<file path="src/rtl/priority_encoder_4to2.sv">
// Registered 4-to-2 encoder: captures request pulses into a pending
// register and emits one granted index per valid/ready handshake.
//
// Ports:
//   clk     - rising-edge clock
//   rst     - asynchronous active-high reset
//   en      - request capture enable (req ignored when low)
//   req     - four request lines, any number may be high
//   ready   - downstream accepts code when valid && ready
//   code    - registered 2-bit index of the granted line
//   valid   - code holds an unconsumed result
//   pending - current pending-request register
//   collide - one-cycle pulse when a request merged into a pending bit
//
// Build option: define PRIORITY_ENCODER_RR_EN for round-robin winner
// selection; otherwise the highest pending index always wins.

module priority_encoder_4to2 (
  input  logic       clk,
  input  logic       rst,
  input  logic       en,
  input  logic [3:0] req,
  input  logic       ready,
  output logic [1:0] code,
  output logic       valid,
  output logic [3:0] pending,
  output logic       collide
);

  logic [3:0] pending_q, pending_d;
  logic [1:0] code_q, code_d;
  logic       valid_q, valid_d;
  logic       collide_q, collide_d;

  logic [3:0] set;
  logic [3:0] clr;
  logic       load;
  logic       grant;
  logic [1:0] win;

  assign set   = en ? req : 4'b0000;
  assign load  = !valid_q || ready;
  assign grant = load && (pending_q != 4'b0000);

`ifdef PRIORITY_ENCODER_RR_EN

  logic [1:0] ptr_q, ptr_d;
  logic [1:0] idx;
  logic       found;

  // Search ascends from the slot after the last winner, wrapping,
  // so each line gets a turn before any line is served twice.
  always_comb begin
    win   = 2'd0;
    found = 1'b0;
    idx   = 2'd0;
    for (int unsigned k = 1; k < 5; k++) begin
      idx = ptr_q + k[1:0];
      if (!found && pending_q[idx]) begin
        win   = idx;
        found = 1'b1;
      end
    end
  end

  always_comb begin
    ptr_d = ptr_q;
    if (grant) ptr_d = win;
  end

  // Reset value 3 makes bit 0 the first candidate.
  always_ff @(posedge clk or posedge rst) begin
    if (rst) ptr_q <= 2'd3;
    else     ptr_q <= ptr_d;
  end

`else

  // Fixed priority: highest index wins.
  always_comb begin
    win = 2'd0;
    priority case (1'b1)
      pending_q[3]: win = 2'd3;
      pending_q[2]: win = 2'd2;
      pending_q[1]: win = 2'd1;
      default:      win = 2'd0;
    endcase
  end

`endif

  assign clr = grant ? (4'b0001 << win) : 4'b0000;

  // Set wins over clear, so a bit requested while being granted
  // re-arms instead of being reported as lost.
  always_comb begin
    pending_d = (pending_q & ~clr) | set;
    collide_d = |(set & pending_q & ~clr);
    code_d    = code_q;
    valid_d   = valid_q;
    if (load) begin
      valid_d = grant;
      if (grant) code_d = win;
    end
  end

  always_ff @(posedge clk or posedge rst) begin
    if (rst) begin
      pending_q <= 4'b0000;
      code_q    <= 2'b00;
      valid_q   <= 1'b0;
      collide_q <= 1'b0;
    end else begin
      pending_q <= pending_d;
      code_q    <= code_d;
      valid_q   <= valid_d;
      collide_q <= collide_d;
    end
  end

  assign code    = code_q;
  assign valid   = valid_q;
  assign pending = pending_q;
  assign collide = collide_q;

endmodule
</file>
<file path="config.mk">
export PLATFORM = sky130hd
export DESIGN_NAME = priority_encoder_4to2
export DESIGN_NICKNAME = d
export VERILOG_FILES = /design/src/rtl/priority_encoder_4to2.sv
export SDC_FILE = /design/constraint.sdc
export NUM_CORES = 1
export LEC_CHECK = 0
export CORE_AREA = 2 2 39 41
export DETAILED_ROUTE_END_ITERATION = 16
export DIE_AREA = 0 0 41 43
export MAX_ROUTING_LAYER = met4
export PLACE_DENSITY = 0.6
export SYNTH_ARGS = -nofsm -noshare
export SYNTH_HDL_FRONTEND = slang
export SYNTH_SLANG_ARGS = --single-unit
</file>
<file path="constraint.sdc">
create_clock -name clk -period 2.9 [get_ports clk]
set_clock_uncertainty 0.2 [all_clocks]
set_input_delay 0.58 -clock clk [delete_from_list [all_inputs] [get_ports clk]]
set_output_delay 0.58 -clock clk [all_outputs]
set_load 0.05 [all_outputs]
</file>
==> results by group <==
Route
  • DR top layer: met4
  • Routed wire length on met2: 325 µm
  • Wire length per cell after detailed routing: 10.3 µm
  • DRT Pass-1 Iters: 4
  • Drt initial violations: 6
  • Drt via density: 4.36
  • DRC viols: 0
  • Routed WL: 711 µm
  • Wl on met1: 300 µm
  • Post-route ant nets: 0
  • Routed length on met3: 69 µm
  • Vias: 301

Synthesis
  • Main flop type after synthesis: dfrtp_1
  • Post-synth EDFFs: 0
  • Gate Count Post-Synth: 35
  • Sequential-to-total area share from yosys stat: 53.5%
  • Top post-synthesis cells by area: dfrtp_1, nand2_1, o21ai_0
  • Synth top area share: 53.5%
  • Top-count cell post-synth: dfrtp_1
  • Async set or reset register ratio after synthesis: 100%
  • Synthesized area per cell: 10.7 µm²
  • Cell area after synthesis: 374 µm²
  • Top post-synthesis cells by count: dfrtp_1, nand2_1, o21ai_0
  • Post-synthesis net count: 43
  • Warnings from Yosys: 0
  • Area leader, netlist: dfrtp_1
  • Synthesis-stage register bit count: 8
  • Netlist cell types: 18

Worst setup path
  • Cell family with most CP delay: buffers and inverters
  • Slowest cell on crit path: clkdlybuf4s50_1
  • Critical path, cell by cell: clkdlybuf4s50_1
  • Startpoint types: flop
  • CP Data Required Time: 2.12 ns
  • WS Path Type: reg -> out
  • Critical path arrival: 1.51 ns
  • WP buf/inv: 1
  • Largest stage delay on the critical path: 0.83 ns
  • CP max FO: 6
  • Crit. End Element: output pin

Clock network
  • CTS tree: built
  • Post-cts hold buffer count: 0
  • Post-cts resize count: 0
  • Worst-case clock buffer depth: 2
  • Num Clock Sinks: 8
  • Post-CTS setup buffers: 0
  • Clock slew at the register clock pins of the worst setup and hold paths: 0.06 ns
  • CTS buffer count: 3
  • Insertion delay to the later sink of the worst-skew pair: 0.25 ns
  • Root Buffer: clkbuf_4
  • H-tree Lvls: 1

Run
  • Max Cap Viol: 0

Global routing
  • Total track usage: 10.8%
  • Largest net degree at the start of global routing: 9
  • Vias in the first global route: 281
  • Initial antenna violation count: 0
  • GRT overflow: 0
  • First-pass GRT wire length: 1.10 mm

Finish
  • Multi-input logic area: 166 µm²
  • Layout cell share with drive strength beyond 1: 15.1%
  • Register area: 200 µm²
  • Cell Count, Final, Fillers Out: 69
  • Fill cells: 147
  • Syn-to-layout area delta: 51.5%
  • Fin nets: 63
  • Cell area after layout: 567 µm²
  • Antenna diodes: 0

Timing
  • Setup violations, final: 0
  • Worst hold slack: 0.322 ns
  • Relative slew slack: 67.4%
  • Max Fclk: 437 MHz
  • Slew @ Worst Pin: 0.488 ns
  • Fin. max-slew vios: 0
  • Tcrit/Tclk final: 78.8%
  • Setup_tns: 0 ns
  • RSZ-0062 raised after global routing: no
  • Final min period: 2.29 ns
  • Final hold vios: 0

Floorplan
  • IO Pins: 16
  • Die X: 41 µm
  • Core area: 1380 µm²
  • Die H: 43 µm
  • Rows: 14
  • Die ar.: 1760 µm²
  • Starting Density: 27.0%

Status
  • Outcome: completed

Power
  • Maximum VDD drop: 0.000200 V
  • PwrDens: 642 nW/µm²
  • Leakage Power: 0.255 nW
  • Tot Pwr: 364 µW

Place
  • Final HPWL from detailed placement: 563 µm
  • RD Place Congestion: 0.669
  • # port buffers: 15
  • Placed cell count: 66
  • Placed cell area: 544 µm²

Worst hold path
  • HP Class: reg -> reg
## final timing paths
path | start | to | slack (ns) | cells after the start
max in group asynchronous | rst | pending[2]$_DFF_PP0_ | 1.89 | 2
max | pending[1]$_DFF_PP0_ | pending[1] | 0.61 | 1
min | code[1]$_DFFE_PP0P_ | code[1]$_DFFE_PP0P_ | 0.32 | 2
max reg2reg | pending[3]$_DFF_PP0_ | collide$_DFF_PP0_ | 1.60 | 4
min reg2reg | code[1]$_DFFE_PP0P_ | code[1]$_DFFE_PP0P_ | 0.32 | 2
min in group asynchronous | rst | pending[3]$_DFF_PP0_ | 0.37 | 2
## sequential cells by signal, summed over array words and instances, names as in the netlist
register,count
pending,4
code,2
collide,1
valid,1
## final cells by class
type                       count  area share, %
inverter                       2           1.32
timing repair buffer          15           26.5
tap                           16           3.53
sequential                     8           35.3
multi-input combinational     25           29.4
clock buffer                   3           3.97
## per-layer routing
layer	up-vias	track usage, %
met5	-	-
met4	0	12.0
met3	2	3.14
met2	17	13.4
met1	128	12.3
li1	154	-
## logic make-up (layout without fill, tap and decap cells)
logic type	count (synthesis)	after routing	share of synthesized area [%]
muxes	1	1	2.68
buffers and inverters	2	20	2.01
DFF	8	8	53.5
AOI/OAI and AO/OA	9	9	18.7
and+or+nand+nor	15	15	23.1
## power by group
| part | leakage [nW] | switching, mW | total, mW | internal, mW |
|---|---|---|---|---|
| Sequential | 0.0878 | 0.0139 | 0.142 | 0.128 |
| Combinational | 0.154 | 0.0856 | 0.138 | 0.0527 |
| Clock | 0.0138 | 0.0368 | 0.0840 | 0.0473 |
| Total | 0.255 | 0.136 | 0.364 | 0.228 |
## cell usage in the layout (no fill, tap or decap), drive strengths merged, types with 2 or more instances in the layout
master,count
nand2b,2
nand2,7
clkdlybuf4s50,15
inv,2
dfrtp,8
clkbuf,3
o21ai,5
nor2b,2
nor2,2
## stage by stage
| stage | worst slack [ns] | utilization (%) |
|---|---|---|
| floorplan | 1.35 | - |
| global placement | 0.890 | 39.3 |
| detailed placement | 0.880 | 39.3 |
| CTS | 0.596 | 41.0 |
| global route | 0.541 | 41.0 |
| finish | 0.614 | 41.0 |
Power figures use the tool's default switching activity.
